$ cat config.mk
export PLATFORM = sky130hd
export DESIGN_NAME = id_stage_flat
export DESIGN_NICKNAME = d
export VERILOG_FILES = /design/src/rtl/id_stage_pkg.sv /design/src/rtl/id_stage_if.sv /design/src/rtl/id_stage_register_file.sv /design/src/rtl/id_stage.sv /design/src/flat_wrapper.sv
export SDC_FILE = /design/constraint.sdc
export NUM_CORES = 2
export LEC_CHECK = 0
export CAP_MARGIN = 30
export CORE_ASPECT_RATIO = 0.75
export CORE_MARGIN = 2
export CORE_UTILIZATION = 35
export CTS_BUF_LIST = sky130_fd_sc_hd__clkbuf_8
export DETAILED_ROUTE_END_ITERATION = 8
export PLACE_DENSITY = 0.49
export SLEW_MARGIN = 30
export SYNTH_ARGS = -nofsm -noshare
export SYNTH_HDL_FRONTEND = slang
export SYNTH_HIERARCHICAL = 1
export SYNTH_SLANG_ARGS = --single-unit
export TNS_END_PERCENT = 20
$ cat constraint.sdc
create_clock -name clk -period 12.7 [get_ports clk]
set_input_delay 2.54 -clock clk [delete_from_list [all_inputs] [get_ports clk]]
set_output_delay 2.54 -clock clk [all_outputs]
set_load 0.005 [all_outputs]
$ cat src/rtl/id_stage_pkg.sv
// Shared decode constants and pipeline-register bundles for the instruction-decode stage.
package id_stage_pkg;

   localparam int SIZE      = 32;
   localparam int REG_COUNT = 32;
   localparam int REG_AW    = 5;

   localparam logic [REG_AW-1:0] LINK_REG = 5'd31;

   localparam logic [5:0] OP_RTYPE = 6'b000000;
   localparam logic [5:0] OP_J     = 6'b000010;
   localparam logic [5:0] OP_JAL   = 6'b000011;
   localparam logic [5:0] OP_BEQ   = 6'b000100;
   localparam logic [5:0] OP_BNE   = 6'b000101;
   localparam logic [5:0] OP_LUI   = 6'b001111;
   localparam logic [5:0] OP_LW    = 6'b100011;
   localparam logic [5:0] OP_SW    = 6'b101011;

   localparam logic [5:0] FN_JR    = 6'b001000;
   localparam logic [5:0] FN_JALR  = 6'b001001;

   localparam logic [SIZE-1:0] NOP = '0;

   typedef struct packed {
      logic [SIZE-1:0] instr;
      logic [SIZE-1:0] pc_plus1;
      logic            valid;
   } ifid_t;

   typedef struct packed {
      logic              valid;
      logic [SIZE-1:0]   rs_data;
      logic [SIZE-1:0]   rt_data;
      logic [SIZE-1:0]   imm_ext;
      logic [SIZE-1:0]   pc_plus1;
      logic [REG_AW-1:0] rs;
      logic [REG_AW-1:0] rt;
      logic [REG_AW-1:0] rd;
      logic [5:0]        opcode;
      logic [5:0]        funct;
      logic              link;
   } idex_t;

   function automatic logic [SIZE-1:0] sext16(input logic [15:0] imm);
      return {{(SIZE-16){imm[15]}}, imm};
   endfunction

endpackage

$ cat src/rtl/id_stage_if.sv
// Fetch/writeback/hazard inputs and ID/EX outputs of the decode stage; slave = decode, master = surroundings.
interface id_stage_if;
   import id_stage_pkg::*;

   logic [SIZE-1:0]   i_instruction;
   logic [SIZE-1:0]   i_pc_plus1;
   logic              i_wb_en;
   logic [REG_AW-1:0] i_wb_addr;
   logic [SIZE-1:0]   i_wb_data;
   logic              i_ex_reg_write;
   logic              i_ex_mem_read;
   logic [REG_AW-1:0] i_ex_rd;
   logic              i_mem_reg_write;
   logic [REG_AW-1:0] i_mem_rd;

   logic              o_stall;
   logic              o_jump_taken;
   logic [SIZE-1:0]   o_jump_target;
   logic              o_valid;
   logic [SIZE-1:0]   o_rs_data;
   logic [SIZE-1:0]   o_rt_data;
   logic [SIZE-1:0]   o_imm_ext;
   logic [REG_AW-1:0] o_rs;
   logic [REG_AW-1:0] o_rt;
   logic [REG_AW-1:0] o_rd;
   logic [5:0]        o_opcode;
   logic [5:0]        o_funct;
   logic [SIZE-1:0]   o_pc_plus1;
   logic              o_link;

   modport slave (
      input  i_instruction, i_pc_plus1, i_wb_en, i_wb_addr, i_wb_data,
             i_ex_reg_write, i_ex_mem_read, i_ex_rd, i_mem_reg_write, i_mem_rd,
      output o_stall, o_jump_taken, o_jump_target, o_valid, o_rs_data, o_rt_data,
             o_imm_ext, o_rs, o_rt, o_rd, o_opcode, o_funct, o_pc_plus1, o_link
   );

   modport master (
      output i_instruction, i_pc_plus1, i_wb_en, i_wb_addr, i_wb_data,
             i_ex_reg_write, i_ex_mem_read, i_ex_rd, i_mem_reg_write, i_mem_rd,
      input  o_stall, o_jump_taken, o_jump_target, o_valid, o_rs_data, o_rt_data,
             o_imm_ext, o_rs, o_rt, o_rd, o_opcode, o_funct, o_pc_plus1, o_link
   );

endinterface

$ cat src/rtl/id_stage_register_file.sv
// 2-read/1-write register file, R0 hard-wired to zero; reads are combinational.
// A same-cycle write to the read address is bypassed to the read port.
module id_stage_register_file
   import id_stage_pkg::*;
#(
   parameter int WIDTH = SIZE,
   parameter int DEPTH = REG_COUNT,
   parameter int AW    = REG_AW
) (
   input  logic             clk,
   input  logic             rst,
   input  logic [AW-1:0]    rd_addr_a,
   output logic [WIDTH-1:0] rd_data_a,
   input  logic [AW-1:0]    rd_addr_b,
   output logic [WIDTH-1:0] rd_data_b,
   input  logic             wr_en,
   input  logic [AW-1:0]    wr_addr,
   input  logic [WIDTH-1:0] wr_data
);

   logic [WIDTH-1:0] regs [DEPTH];
   logic             wr_live;

   assign wr_live = wr_en && (wr_addr != '0);

   always_ff @(posedge clk) begin
      if (rst) begin
         for (int i = 0; i < DEPTH; i++) regs[i] <= '0;
      end else if (wr_live) begin
         regs[wr_addr] <= wr_data;
      end
   end

   assign rd_data_a = (rd_addr_a == '0)                 ? '0      :
                      (wr_live && wr_addr == rd_addr_a) ? wr_data : regs[rd_addr_a];
   assign rd_data_b = (rd_addr_b == '0)                 ? '0      :
                      (wr_live && wr_addr == rd_addr_b) ? wr_data : regs[rd_addr_b];

endmodule

$ cat src/rtl/id_stage.sv
// Decode stage: IF/ID register, register file, branch/jump resolution and hazard stall to fetch.
// ID/EX outputs appear one posedge after an instruction sits in IF/ID; a stall holds IF/ID and bubbles ID/EX.
module id_stage
   import id_stage_pkg::*;
(
   input  logic      clk,
   input  logic      rst,
   id_stage_if.slave bus
);

   ifid_t ifid;
   idex_t idex, idex_next;

   logic [5:0]        opcode, funct;
   logic [REG_AW-1:0] rs, rt, rd;
   logic [SIZE-1:0]   imm_ext, rs_val, rt_val, jump_tgt;
   logic              is_beq, is_bne, is_j, is_jal, is_jr, is_jalr, is_branch, rt_used;
   logic              load_use, ex_hit, mem_hit, jump_dep, stall, jump_cond, jump_taken;

   assign opcode  = ifid.instr[31:26];
   assign rs      = ifid.instr[25:21];
   assign rt      = ifid.instr[20:16];
   assign rd      = ifid.instr[15:11];
   assign funct   = ifid.instr[5:0];
   assign imm_ext = sext16(ifid.instr[15:0]);

   id_stage_register_file u_rf (
      .clk       (clk),
      .rst       (rst),
      .rd_addr_a (rs),
      .rd_data_a (rs_val),
      .rd_addr_b (rt),
      .rd_data_b (rt_val),
      .wr_en     (bus.i_wb_en),
      .wr_addr   (bus.i_wb_addr),
      .wr_data   (bus.i_wb_data)
   );

   assign is_beq    = (opcode == OP_BEQ);
   assign is_bne    = (opcode == OP_BNE);
   assign is_j      = (opcode == OP_J);
   assign is_jal    = (opcode == OP_JAL);
   assign is_jr     = (opcode == OP_RTYPE) && (funct == FN_JR);
   assign is_jalr   = (opcode == OP_RTYPE) && (funct == FN_JALR);
   assign is_branch = is_beq || is_bne;
   // rt is a source only for R-type, compares and stores; otherwise it names a destination
   assign rt_used   = (opcode == OP_RTYPE) || is_branch || (opcode == OP_SW);

   assign load_use = bus.i_ex_mem_read && (bus.i_ex_rd != '0) &&
                     ((bus.i_ex_rd == rs) || (rt_used && bus.i_ex_rd == rt));
   assign ex_hit   = bus.i_ex_reg_write && (bus.i_ex_rd != '0) &&
                     ((bus.i_ex_rd == rs) || (is_branch && bus.i_ex_rd == rt));
   assign mem_hit  = bus.i_mem_reg_write && (bus.i_mem_rd != '0) &&
                     ((bus.i_mem_rd == rs) || (is_branch && bus.i_mem_rd == rt));
   // jumps resolve here without forwarding, so they wait until the producer reaches writeback
   assign jump_dep = (is_branch || is_jr || is_jalr) && (ex_hit || mem_hit);
   assign stall    = ifid.valid && (load_use || jump_dep);

   always_comb begin
      jump_cond = 1'b0;
      jump_tgt  = '0;
      if (is_branch) begin
         jump_cond = is_beq ? (rs_val == rt_val) : (rs_val != rt_val);
         jump_tgt  = ifid.pc_plus1 + imm_ext;
      end else if (is_j || is_jal) begin
         jump_cond = 1'b1;
         jump_tgt  = {ifid.pc_plus1[SIZE-1:26], ifid.instr[25:0]};
      end else if (is_jr || is_jalr) begin
         jump_cond = 1'b1;
         jump_tgt  = rs_val;
      end
   end

   assign jump_taken        = ifid.valid && jump_cond && !stall;
   assign bus.o_stall       = stall;
   assign bus.o_jump_taken  = jump_taken;
   assign bus.o_jump_target = jump_taken ? jump_tgt : '0;

   always_ff @(posedge clk) begin
      if (rst) begin
         ifid <= '0;
      end else if (!stall) begin
         if (jump_taken) ifid <= '0;
         else            ifid <= '{instr: bus.i_instruction, pc_plus1: bus.i_pc_plus1, valid: 1'b1};
      end
   end

   always_comb begin
      idex_next          = '0;
      idex_next.valid    = 1'b1;
      idex_next.rs_data  = rs_val;
      idex_next.rt_data  = rt_val;
      idex_next.imm_ext  = imm_ext;
      idex_next.pc_plus1 = ifid.pc_plus1;
      idex_next.rs       = rs;
      idex_next.rt       = rt;
      idex_next.rd       = is_jal ? LINK_REG : rd;
      idex_next.opcode   = opcode;
      idex_next.funct    = funct;
      idex_next.link     = is_jal || is_jalr;
   end

   always_ff @(posedge clk) begin
      if (rst || stall || !ifid.valid) idex <= '0;
      else                             idex <= idex_next;
   end

   assign bus.o_valid    = idex.valid;
   assign bus.o_rs_data  = idex.rs_data;
   assign bus.o_rt_data  = idex.rt_data;
   assign bus.o_imm_ext  = idex.imm_ext;
   assign bus.o_rs       = idex.rs;
   assign bus.o_rt       = idex.rt;
   assign bus.o_rd       = idex.rd;
   assign bus.o_opcode   = idex.opcode;
   assign bus.o_funct    = idex.funct;
   assign bus.o_pc_plus1 = idex.pc_plus1;
   assign bus.o_link     = idex.link;

endmodule

$ cat src/flat_wrapper.sv
// flat-port wrapper written by rule: the top's interface ports become plain ports
module id_stage_flat import id_stage_pkg::*;
  (clk, rst, bus_i_instruction, bus_i_pc_plus1, bus_i_wb_en, bus_i_wb_addr, bus_i_wb_data, bus_i_ex_reg_write, bus_i_ex_mem_read, bus_i_ex_rd, bus_i_mem_reg_write, bus_i_mem_rd, bus_o_stall, bus_o_jump_taken, bus_o_jump_target, bus_o_valid, bus_o_rs_data, bus_o_rt_data, bus_o_imm_ext, bus_o_rs, bus_o_rt, bus_o_rd, bus_o_opcode, bus_o_funct, bus_o_pc_plus1, bus_o_link);
  id_stage_if bus_i ();
  input  logic clk;
  input  logic rst;
  input wire logic [$bits(bus_i.i_instruction)-1:0] bus_i_instruction;
  input wire logic [$bits(bus_i.i_pc_plus1)-1:0] bus_i_pc_plus1;
  input wire logic [$bits(bus_i.i_wb_en)-1:0] bus_i_wb_en;
  input wire logic [$bits(bus_i.i_wb_addr)-1:0] bus_i_wb_addr;
  input wire logic [$bits(bus_i.i_wb_data)-1:0] bus_i_wb_data;
  input wire logic [$bits(bus_i.i_ex_reg_write)-1:0] bus_i_ex_reg_write;
  input wire logic [$bits(bus_i.i_ex_mem_read)-1:0] bus_i_ex_mem_read;
  input wire logic [$bits(bus_i.i_ex_rd)-1:0] bus_i_ex_rd;
  input wire logic [$bits(bus_i.i_mem_reg_write)-1:0] bus_i_mem_reg_write;
  input wire logic [$bits(bus_i.i_mem_rd)-1:0] bus_i_mem_rd;
  output wire logic [$bits(bus_i.o_stall)-1:0] bus_o_stall;
  output wire logic [$bits(bus_i.o_jump_taken)-1:0] bus_o_jump_taken;
  output wire logic [$bits(bus_i.o_jump_target)-1:0] bus_o_jump_target;
  output wire logic [$bits(bus_i.o_valid)-1:0] bus_o_valid;
  output wire logic [$bits(bus_i.o_rs_data)-1:0] bus_o_rs_data;
  output wire logic [$bits(bus_i.o_rt_data)-1:0] bus_o_rt_data;
  output wire logic [$bits(bus_i.o_imm_ext)-1:0] bus_o_imm_ext;
  output wire logic [$bits(bus_i.o_rs)-1:0] bus_o_rs;
  output wire logic [$bits(bus_i.o_rt)-1:0] bus_o_rt;
  output wire logic [$bits(bus_i.o_rd)-1:0] bus_o_rd;
  output wire logic [$bits(bus_i.o_opcode)-1:0] bus_o_opcode;
  output wire logic [$bits(bus_i.o_funct)-1:0] bus_o_funct;
  output wire logic [$bits(bus_i.o_pc_plus1)-1:0] bus_o_pc_plus1;
  output wire logic [$bits(bus_i.o_link)-1:0] bus_o_link;
  assign bus_i.i_instruction = bus_i_instruction;
  assign bus_i.i_pc_plus1 = bus_i_pc_plus1;
  assign bus_i.i_wb_en = bus_i_wb_en;
  assign bus_i.i_wb_addr = bus_i_wb_addr;
  assign bus_i.i_wb_data = bus_i_wb_data;
  assign bus_i.i_ex_reg_write = bus_i_ex_reg_write;
  assign bus_i.i_ex_mem_read = bus_i_ex_mem_read;
  assign bus_i.i_ex_rd = bus_i_ex_rd;
  assign bus_i.i_mem_reg_write = bus_i_mem_reg_write;
  assign bus_i.i_mem_rd = bus_i_mem_rd;
  assign bus_o_stall = bus_i.o_stall;
  assign bus_o_jump_taken = bus_i.o_jump_taken;
  assign bus_o_jump_target = bus_i.o_jump_target;
  assign bus_o_valid = bus_i.o_valid;
  assign bus_o_rs_data = bus_i.o_rs_data;
  assign bus_o_rt_data = bus_i.o_rt_data;
  assign bus_o_imm_ext = bus_i.o_imm_ext;
  assign bus_o_rs = bus_i.o_rs;
  assign bus_o_rt = bus_i.o_rt;
  assign bus_o_rd = bus_i.o_rd;
  assign bus_o_opcode = bus_i.o_opcode;
  assign bus_o_funct = bus_i.o_funct;
  assign bus_o_pc_plus1 = bus_i.o_pc_plus1;
  assign bus_o_link = bus_i.o_link;
  id_stage u_core (.clk(clk), .rst(rst), .bus(bus_i));
endmodule
== After elaboration in Yosys (flattened, before gate mapping) ==
Memory sizes are Yosys's and may differ from the RTL's. A register that Yosys moved wholly into a read port is not among the register bits.
Index checks and enable logic that the tools add are counted.

* Flip-flop bits (word level): 206
* Output and inout bits: 191
* Memory bits (writable): 1024
* Word-level logic and storage cells: 100
* Bits of input ports: 117
* Memories kept: 1

{| class="wikitable"
|+ Memory list
! memory !! depth !! bits a word !! rd ports !! clocked after Yosys merged registers in !! write ports !! line !! source
|-
| u_core.u_rf.regs || 32 || 32 || 2 || 2 || 32 || id_stage_register_file.sv:21 || <nowiki>logic [WIDTH-1:0] regs [DEPTH];</nowiki>
|}

* Reductions and logical operators: 42
* Equal/unequal tests: 15
* Muxes and demuxes: 27
* Add/subtract/negate cells: 1

{| class="wikitable"
|+ Operators with widths
! kind !! count
|-
| $mux 32 || 9
|-
| $mux 157 || 1
|-
| $mux 65 || 1
|-
| $add 32x32->32 || 1
|-
| $eq 32x32->1 || 1
|-
| $ne 32x32->1 || 1
|-
| $reduce_or 32->1 || 1
|-
| $eq 5x5->1 || 6
|-
| $mux 5 || 6
|-
| $logic_and 1x1->1 || 18
|-
| $logic_or 1x1->1 || 15
|-
| $reduce_bool 5->1 || 3
|-
| $eq 6x2->1 const B || 2
|-
| $eq 6x3->1 const B || 2
|-
| $eq 6x4->1 const B || 2
|-
| $logic_not 5->1 || 2
|-
| $mux 1 || 10
|-
| $eq 6x6->1 const B || 1
|-
| $logic_not 6->1 || 1
|-
| $logic_not 1->1 || 2
|}

== Depth between registers and ports, before layout ==
* Word-level depth: 14
* Gate-level depth with buffers: 20
* Mapped depth without buffers: 13

== Modules after synthesis ==
The synthesis kept the hierarchy.

{| class="wikitable"
|+ Modules (own cells, without submodules)
! module !! area each (um^2) !! seq. area each (um^2) !! instances !! cells an instance
|-
| id_stage_register_file || 55723.4 || 30749.5 || 1 || 3918
|-
| id_stage || 9325.2 || 4003.8 || 1 || 1075
|}

== Worst setup path before layout ==
OpenSTA, ideal clock, no wires.

* Path type: input -> output
* Start point: input bus_i_wb_addr[2]
* End point: output bus_o_jump_target[0]
* Slack: 4559 ps
* Arrival: 5601 ps
* Required time: 10160 ps
* Stages: 16
* Path through: buf_2 or3_1 buf_4 o31a_1 and3_4 buf_6 a2111oi_2 a21oi_1 xor2_1 nor4_1 nand4_1 o21ai_0 nor3b_1 nand3b_1 clkbuf_1 a21oi_1

{| class="wikitable"
|+ RTL lines
! item !! line !! source
|-
| start, declared || flat_wrapper.sv:10 || <nowiki>input wire logic [$bits(bus_i.i_wb_addr)-1:0] bus_i_wb_addr;</nowiki>
|-
| end, declared || flat_wrapper.sv:19 || <nowiki>output wire logic [$bits(bus_i.o_jump_target)-1:0] bus_o_jump_target;</nowiki>
|}

==> metrics <==
Async S/R FF share, synth=0; placer's final routability congestion estimate=between 0.9 and 1; area of the core=183900 um2; clock net sink count=~1200; number of buffers inserted by post-CTS setup repair=0; remaining routing DRC violations=0; Peak Freq=around 88 MHz; via count=46070; critical path start-end classification=primary input to output pin; capture instance of the worst register-to-register path=u_core/idex_next[26]; clock slew seen by the registers of the worst setup and hold paths=about 0.07 ns; number of antenna violations at the first check in global routing=19; hold buffers post-CTS=0; flip-flop cell with the highest count after synthesis=edfxtp_1; final critical-path share of the clock period=0.8939; register-to-register setup slack=5.95 ns; adder-cell share of the synthesized area=0.006271; number of buffers created by CTS=197; layout overhead on the synthesized area=13.99%; post-synthesis instance total=~5000; worst hold-check path type=flip-flop to flip-flop; global-route wire length before repair=371900 um; detail-routed via count per cell=5.868; biggest fanout along the worst timing path=34; worst-case headroom to the max-slew limit=0.2211; width of the chip=501.8 um; Worst Skew=0.05060 ns; Total Wirelength=270600 um; Pwr Total=9.615 mW; RR Startpoint=u_core/idex_next[23]; gr ovfl total=0; number of primary I/O pins=308; most frequent standard cell in the layout excluding fill and tap cells=and2_1; Synth Area in XOR/XNOR=0.01037; floorplan die height=377.4 um; data arrival time of the worst path=8.81 ns; fraction of layout instances using a drive strength above 1=0.1749; final number of hold-violating endpoints=0; critical path startpoint category=primary input; Worst Tran Pin Value=~1.2 ns; Static Leakage=25.55 nW; count of maximum capacitance violations=0; unrepaired setup endpoints after global routing=false; number of global-route vias before repair=44840; HPWL after detailed placement=176600 um; synthesized area=around 65000 um2; Peak supply drop=81.70 uV; leading cell types in the layout, fill and taps excluded=and2_1 (1093), edfxtp_1 (1024), mux4_2 (356); final max-slew violation count=0; depth of the worst hold-timing path=2; PwrDens=129.7 nW/um2; Tmin final=approximately 11 ns; area share of and/or/nand/nor cells after synthesis=0.1520; Nets=~5300; Port Buf Inserts=307; flip-flop and latch count after synthesis=between 1000 and 1500; start point of the worst min-delay path=u_core/idex_next[40]; routed wire length per instance=34.47 um; effective utilization at floorplan=0.3536; outcome=complete, no violations; post-route cell area=74150 um2; level count of the clock H-tree=4; post-synthesis mux area share=0.1865; Ys Warns=6; First DRT Iteration DRCs=slightly below 6000; Global Route Usage Sum=0.2808; combinational family with the most area after synthesis=multiplexers; Synth Area in Compound Gates=0.07244; required time reported for the critical path endpoint=10.16 ns; Placed Instance Area=70570 um2; number of resized instances in the post-cts repair step=0; critical path capture point type=output pin; sink of the worst hold path=u_core/idex_next[40]; clock tree from TritonCTS=done; length of the first detailed-routing pass in iterations=6; clk buf depth=3; number of setup violations in the final report=0; number of cell instances on the worst register-to-register path=16; Site Rows=between 100 and 150; number of flops mapped to enable cells by yosys=between 1000 and 1500; root buf cell=clkbuf_8; portion of the post-synthesis area used by sequential elements=0.5343; pin count of the biggest net entering global routing=92; die area=189400 um2; Syn Area/Cell=13.03 um2; setup tns final=0 ns; Distinct cells, synth=93; clock latency on the worst-skew pair=about 0.99 ns; number of nets with antenna violations after detailed routing=0
## cells by family after synthesis
group | count (synthesis)
buffers and inverters | 528
other | 1
XOR/XNOR | 77
AND/OR/NAND/NOR | 1721
adder cells (fa/ha/maj) | 32
multiplexers | 744
flip-flops | 1224
AO/OA/AOI/OAI | 666
## worst max-delay path, stage by stage
cell	delay, ns
clkdlybuf4s50_1	0.71
or3_1	0.69
o31ai_4	0.41
nor4_4	0.09
buf_4	0.29
a21oi_4	0.49
buf_4	0.37
a32o_1	0.24
xor2_1	0.11
nor4_1	1.00
nand4_1	0.21
o21ai_0	0.18
nor3b_1	0.34
nand3b_1	0.16
buf_4	0.34
a211oi_1	0.10
clkdlybuf4s50_1	0.48
## registers in the layout (all words and copies together), names as in the netlist
| signal | cells |
|---|---|
| u_core/u_rf/regs | 1024 |
| u_core/idex_next | 58 |
| u_core/bus.o_pc_plus1 | 32 |
| u_core/bus.o_rs_data | 32 |
| u_core/bus.o_rt_data | 32 |
| u_core/bus.o_imm_ext | 16 |
| u_core/bus.o_opcode | 6 |
| u_core/funct | 6 |
| u_core/bus.o_rd | 5 |
| u_core/bus.o_rs | 5 |
| u_core/bus.o_rt | 5 |
| u_core/bus.o_link | 1 |
| u_core/bus.o_valid | 1 |
| u_core/ifid | 1 |
## per-layer routing
| layer | vias to the layer above | wire, um | track usage |
|---|---|---|---|
| li1 | 19130 | - | - |
| met1 | 24010 | 114600 | 0.3937 |
| met2 | 2470 | 120500 | 0.4238 |
| met3 | 449 | 24060 | 0.05663 |
| met4 | 4 | 11370 | 0.1149 |
| met5 | - | 32 | 0 |
## layout make-up
cell class	count	area (um2)
Sequential cell	1224	34780
Clock inverter	149	659.4
Tap cell	2484	3108
Timing Repair Buffer	477	4488
Inverter	22	82.58
Antenna cell	14	35.03
Clock buffer	209	2877
Multi-Input combinational cell	3272	28110
Fill cell	17280	109800
## cells in the mapped netlist, drive strengths merged, types with 7 or more instances
cell type  number  area (um2)
and2         1096        6858
edfxtp       1024       30750
mux4          367        8304
clkbuf        345        1295
mux2i         339        3393
nand2         231       867.1
a21oi         207        1059
dfxtp         200        4004
buf           161        1104
nor2           93       349.1
a22oi          86       645.6
nand3          82       410.4
nor3           57       285.3
o21ai          53       269.0
a211oi         50       375.4
a221oi         46       426.7
xor2           43       376.6
mux2           38       431.7
o22ai          37       231.5
or2            35       219.0
xnor2          34       297.8
o221ai         33       289.0
a32o           32       320.3
ha             31       387.9
and3           27       175.2
inv            22       82.58
nor4           15       106.4
nor2b          14       87.58
a221o          13       130.1
nand2b         13       81.33
nand4          13       81.33
a21o           12       90.09
nand3b         12       90.09
a22o           11       96.34
a31oi          11       68.82
or3             9       63.81
nor3b           8       65.06
o211ai          8       60.06
o21a            8       60.06
o21bai          8       60.06
a2111oi         7       98.85
a211o           7       61.31
a41oi           7       61.31
## where the power goes
part / switching (mW) / internal, mW / leakage (nW)
combinational: 1.04 / 0.622 / 12.0
sequential: 0.151 / 4.57 / 11.4
clock: 1.71 / 1.52 / 2.12
total: 2.90 / 6.71 / 25.6
## how the worst max path moves through the flow
stage / end / startpoint / slack (ns)
floorplan: bus_o_jump_target[0] / bus_i_wb_addr[2] / 4.56
global placement: bus_o_jump_target[8] / bus_i_wb_addr[3] / 1.71
detailed placement: bus_o_jump_target[28] / bus_i_wb_addr[3] / 1.68
CTS: bus_o_jump_target[28] / bus_i_wb_addr[3] / 1.67
global route: bus_o_jump_target[30] / bus_i_wb_addr[3] / 1.23
finish: bus_o_jump_target[28] / bus_i_wb_addr[3] / 1.35
## metrics by stage
step,instances,hold slack [ns],worst slack [ns],utilization
after floorplan,5024,0.4446,4.559,-
after global placement,7478,0.4584,1.713,0.3835
after detailed placement,7479,0.4645,1.677,0.3837
after CTS,7837,0.4727,1.671,0.4029
after global routing,7841,0.4905,1.234,0.4030
final,7851,0.4715,1.347,0.4031
No activity file was read; power rests on OpenSTA's default activity.
